**config.mk**
```make
export PLATFORM = sky130hd
export DESIGN_NAME = mem_port_master
export DESIGN_NICKNAME = d
export VERILOG_FILES = /design/src/rtl/mem_port_master.sv
export SDC_FILE = /design/constraint.sdc
export NUM_CORES = 1
export LEC_CHECK = 0
export BUFFER_PORTS_ARGS = -buffer_cell sky130_fd_sc_hd__buf_2
export CAP_MARGIN = 10
export CORE_MARGIN = 2
export CORE_UTILIZATION = 27
export CTS_BUF_LIST = sky130_fd_sc_hd__clkbuf_8
export CTS_CLUSTER_SIZE = 10
export DETAILED_ROUTE_END_ITERATION = 10
export GPL_TIMING_DRIVEN = 0
export PLACE_DENSITY = 0.6
export SETUP_SLACK_MARGIN = 0.3
export SYNTH_ARGS = -nofsm -noshare
export SYNTH_HDL_FRONTEND = slang
export SYNTH_SLANG_ARGS = --single-unit
```
**constraint.sdc**
```tcl
create_clock -name clk -period 2.6 [get_ports clk]
set_input_delay 0.39 -clock clk [delete_from_list [all_inputs] [get_ports clk]]
set_output_delay 0.39 -clock clk [all_outputs]
set_load 0.1 [all_outputs]
```
**src/rtl/mem_port_master.sv**
```systemverilog
// mem_port_master
// Turns byte/half/word load and store requests into accesses on a single-port,
// 32-bit-wide word RAM. The RAM has a one-cycle read latency.
// Sub-word stores are done as a read-modify-write. Requests that are
// misaligned, use an illegal size, or fall outside the RAM get an error
// response and never touch the RAM.
//
// Ports
//   clk, rst_n        clock, asynchronous active-low reset
//   req_*             request channel (valid/ready handshake, captured on accept)
//   rsp_*             response channel (one-cycle valid pulse, data/err held)
//   mem_*             word RAM port (mem_dout valid one cycle after a read)
module mem_port_master #(
    parameter int index_width = 10
) (
    input  logic        clk,
    input  logic        rst_n,
    input  logic        req_valid,
    output logic        req_ready,
    input  logic        req_we,
    input  logic [31:0] req_addr,
    input  logic [1:0]  req_size,
    input  logic        req_unsigned,
    input  logic [31:0] req_wdata,
    output logic        rsp_valid,
    output logic [31:0] rsp_rdata,
    output logic        rsp_err,
    output logic        mem_en,
    output logic        mem_we,
    output logic [31:0] mem_addr,
    output logic [31:0] mem_din,
    input  logic [31:0] mem_dout
);

    typedef enum logic [2:0] {IDLE, RD, RD_WAIT, WR, RESP} state_t;

    state_t      r_state;
    state_t      w_nextState;
    logic        r_we;
    logic [31:0] r_addr;
    logic [1:0]  r_size;
    logic        r_unsigned;
    // Holds the store data at accept time. For sub-word stores it is
    // overwritten with the merged word before WR.
    logic [31:0] r_data;
    logic [31:0] r_rdata;
    logic        r_err;

    logic        w_accept;
    logic        w_outOfRange;
    logic        w_reqErr;
    logic [4:0]  w_shift;
    logic [31:0] w_laneMask;
    logic [31:0] w_lane;
    logic [31:0] w_loadData;
    logic [31:0] w_merged;

    assign w_accept     = req_valid && (r_state == IDLE);
    assign w_outOfRange = (req_addr >> (index_width + 2)) != 32'd0;

    // Classify the incoming request. Any error sends it straight to RESP.
    always_comb begin
        w_reqErr = 1'b0;
        case (req_size)
            2'b00:   w_reqErr = w_outOfRange;
            2'b01:   w_reqErr = req_addr[0] || w_outOfRange;
            2'b10:   w_reqErr = (req_addr[1:0] != 2'b00) || w_outOfRange;
            default: w_reqErr = 1'b1;
        endcase
    end

    // Lane position and width for the captured request.
    // Loads extract this lane. Sub-word stores splice it into the read word.
    always_comb begin
        w_shift    = 5'd0;
        w_laneMask = 32'hFFFF_FFFF;
        case (r_size)
            2'b00: begin
                w_shift    = {r_addr[1:0], 3'b000};
                w_laneMask = 32'h0000_00FF;
            end
            2'b01: begin
                w_shift    = {r_addr[1], 4'b0000};
                w_laneMask = 32'h0000_FFFF;
            end
            default: begin
                w_shift    = 5'd0;
                w_laneMask = 32'hFFFF_FFFF;
            end
        endcase
        w_lane     = (mem_dout >> w_shift) & w_laneMask;
        w_loadData = w_lane;
        if (!r_unsigned) begin
            case (r_size)
                2'b00:   w_loadData = {{24{w_lane[7]}}, w_lane[7:0]};
                2'b01:   w_loadData = {{16{w_lane[15]}}, w_lane[15:0]};
                default: w_loadData = w_lane;
            endcase
        end
        w_merged = (mem_dout & ~(w_laneMask << w_shift)) | ((r_data & w_laneMask) << w_shift);
    end

    // Next-state logic.
    // A word store skips the read. A sub-word store takes the read path
    // first and then branches to WR.
    always_comb begin
        w_nextState = r_state;
        case (r_state)
            IDLE: begin
                if (w_accept) begin
                    if (w_reqErr)                w_nextState = RESP;
                    else if (!req_we)            w_nextState = RD;
                    else if (req_size == 2'b10)  w_nextState = WR;
                    else                         w_nextState = RD;
                end
            end
            RD:      w_nextState = RD_WAIT;
            RD_WAIT: w_nextState = r_we ? WR : RESP;
            WR:      w_nextState = RESP;
            RESP:    w_nextState = IDLE;
            default: w_nextState = IDLE;
        endcase
    end

    // State register, captured request, and held response.
    // The response registers change only on the edge that enters RESP.
    // Reset discards any half-finished transaction, including a pending
    // read-modify-write write.
    always_ff @(posedge clk or negedge rst_n) begin
        if (!rst_n) begin
            r_state    <= IDLE;
            r_we       <= 1'b0;
            r_addr     <= 32'd0;
            r_size     <= 2'b00;
            r_unsigned <= 1'b0;
            r_data     <= 32'd0;
            r_rdata    <= 32'd0;
            r_err      <= 1'b0;
        end else begin
            r_state <= w_nextState;
            if (w_accept) begin
                r_we       <= req_we;
                r_addr     <= req_addr;
                r_size     <= req_size;
                r_unsigned <= req_unsigned;
                r_data     <= req_wdata;
                if (w_reqErr) begin
                    r_rdata <= 32'd0;
                    r_err   <= 1'b1;
                end
            end
            if (r_state == RD_WAIT) begin
                if (r_we) begin
                    r_data <= w_merged;
                end else begin
                    r_rdata <= w_loadData;
                    r_err   <= 1'b0;
                end
            end
            if (r_state == WR) begin
                r_rdata <= 32'd0;
                r_err   <= 1'b0;
            end
        end
    end

    assign req_ready = (r_state == IDLE);
    assign rsp_valid = (r_state == RESP);
    assign rsp_rdata = r_rdata;
    assign rsp_err   = r_err;
    assign mem_en    = (r_state == RD) || (r_state == WR);
    assign mem_we    = (r_state == WR);
    assign mem_addr  = {r_addr[31:2], 2'b00};
    assign mem_din   = r_data;

endmodule

```
==> metrics.cfg <==
[floorplanning]
core_mm2 = 0.0195
start_util_pct = 27.6
die_x_um = 145
die_h_um = 145
dieArea_mm2 = 0.0211
pin_count = 204
rows = 51

[worst_setup_path]
cp_max_fo = 10
cp.arrival_ps = 2480
crit_type = reg -> reg
cp-end-kind = register
start_kind = register
cp_data_required_time_ps = 2930

[drt]
routed.top_layer = met4
wl_met1_um = 8780
drc_errors = 0
drtIter0Drc = 353
wl_per_cell_um = 18.8
wirelength_um = 19700
routed-wl-met3_um = 1130
dr_total_vias = 5146
ant_nets = 0
firstDrtPassIters = 7
viasPerCell = 4.91
dr_wl_met2_um = 9190

[clock_network]
htreeDepth = 3
clock-root-buffer = clkbuf_8
path_clk_slew_ps = 110
cts_tree = done
clock_latency_ps = 390
cts_buffer_depth = 2
clock_sinks = 104
numCtsBuffers = 9

[logic_synthesis]
ys_top_cells_by_count = 174 x nand2_1, 104 x dfrtp_1, 33 x buf_4, 30 x clkbuf_1, 24 x a221oi_1
syn_area_mm2 = 0.00538
yosysMostFrequentCell = nand2_1
synthCells = 560
synth-main-ff-cell = dfrtp_1
synth_seq_cells = 104
synth.top_cells.by_area = dfrtp_1 48%, nand2_1 12%, buf_4 4.6%
synth_top_cell_area_share_pct = 48.4
async_flop_share_pct = 100
avgSynthCellArea_um2 = 9.61
seq_area_frac_synth_pct = 48.4
synth_edf_count = 0
synth_top_area_cell = dfrtp_1
ys_types = 50
yosys_warnings = 0

[grt]
antenna_found_initial = 0
grt_pass1_wl_um = 30200
track_usage_pct = 18.5
overflow = 0
grt_max_degree = 65
grt_pass1_vias = 5100

[timing]
whs_ps = 176
setup_viol_count_final = 0
clock_skew_ps = 13.1
clock.fmax_mhz = 466
fin_tns_setup_ps = 0
min_period_ps = 2140
hold_violations = 0
max_slew_margin_pct = 48.1
rsz0062_at_grt = false
min_period_over_period_pct = 82.5
tightest_slew_ps = 778
slew_violations = 0
fin_ws_ps = 456

[final_layout]
multi_input_area_mm2 = 0.00235
nets = 883
final_core_utilization_pct = 35.9
diodes = 0
num-fill-cells = 2072
drive_gt1_share_pct = 37.0
syn_to_final_growth_pct = 30.4
regArea_mm2 = 0.00260

[hold_path]
holdCritPathClass = in -> reg

[placed_design]
dpl.hpwl_um = 15500
place_ws_ps = 79.2
gp_congestion = 0.895
port_buffers = 201

[flow_run]
max_cap_viol_count = 0

[outcome]
outcome = finished clean

worst paths after layout:
kind	from	endpoint	slack, ps	cells after the start
min reg2reg	r_addr[21]	r_addr[21]	480	2
max reg2reg	r_addr[1]	rsp_rdata[23]	460	8
min in group asynchronous	rst_n	r_addr[22]	540	2
max in group asynchronous	rst_n	r_state[2]	1330	3
min	req_addr[10]	r_addr[10]	180	3
max	r_addr[1]	rsp_rdata[23]	460	8
registers in the layout (all words and copies together), names as in the netlist:
signal	flops
mem_din	32
r_addr	32
r_size	2
r_state	3
r_unsigned	1
r_we	1
rsp_err	1
rsp_rdata	32
metrics by stage:
stage          instance area [µm²]  instances
2_1_floorplan                 5410        561
3_3_place_gp                  6750       1027
3_5_place_dp                  6780       1028
4_1_cts                       7010       1047
5_1_grt                       7010       1047
6_report                      7010       1047
area by class of cell:
class	count	area share (%)
plain buffers	73	6.17
repair buffers	205	15.1
clock buffers	11	2.16
flip-flops and latches	104	37.1
clock inverters	5	0.553
well taps	265	4.73
inverters	13	0.696
multi-input cells	371	33.4
layer usage:
| layer | track usage, % | vias to the layer above |
|---|---|---|
| li1 | - | 2418 |
| met2 | 29.2 | 206 |
| met3 | 3.14 | 40 |
| met5 | 0 | - |
| met4 | 6.62 | 0 |
| met1 | 25.6 | 2482 |
repair_timing:
item / CTS / global route
buffers inserted: 2 / 0
resized for setup: 2 / 5
endpoints found under the setup margin: 30 / 34
pin swaps: 1 / 0
hold buffers: 1 / 0
endpoints found under the hold margin: 4 / 0
placed cells by master (no fill, tap or decap), drive strengths merged, types with 15 or more instances in the layout:
cell type  instances
a31oi             15
a32oi             16
buf              246
inv               17
clkbuf            42
nand2            174
dfrtp            104
a221oi            24
a22o              15
nor2              15
a221o             16
cells by family (layout without fill, tap and decap cells):
group                    Yosys count  after routing  synth area share [%]
AND/OR/NAND/NOR                  219            219                  17.3
AO/OA/AOI/OAI                    139            139                  21.5
flip-flops                       104            104                  48.4
buffers and inverters             86            307                  8.74
multiplexers                       8              8                  3.28
adder cells (fa/ha/maj)            3              3                 0.698
other                              1              2                0.0697
worst max-delay path: stages, from the launching register on:
cell and delay, ps:
dfrtp_1 360, buf_2 180, nor2b_1 140, buf_4 170, mux2_2 230, a22oi_2 70, nor4_4 480, buf_2 310
a221o_1 150
Power is left out: the tool's default activity adds up to more than one toggle a clock period on the data nets, which glitch-free logic cannot reach.
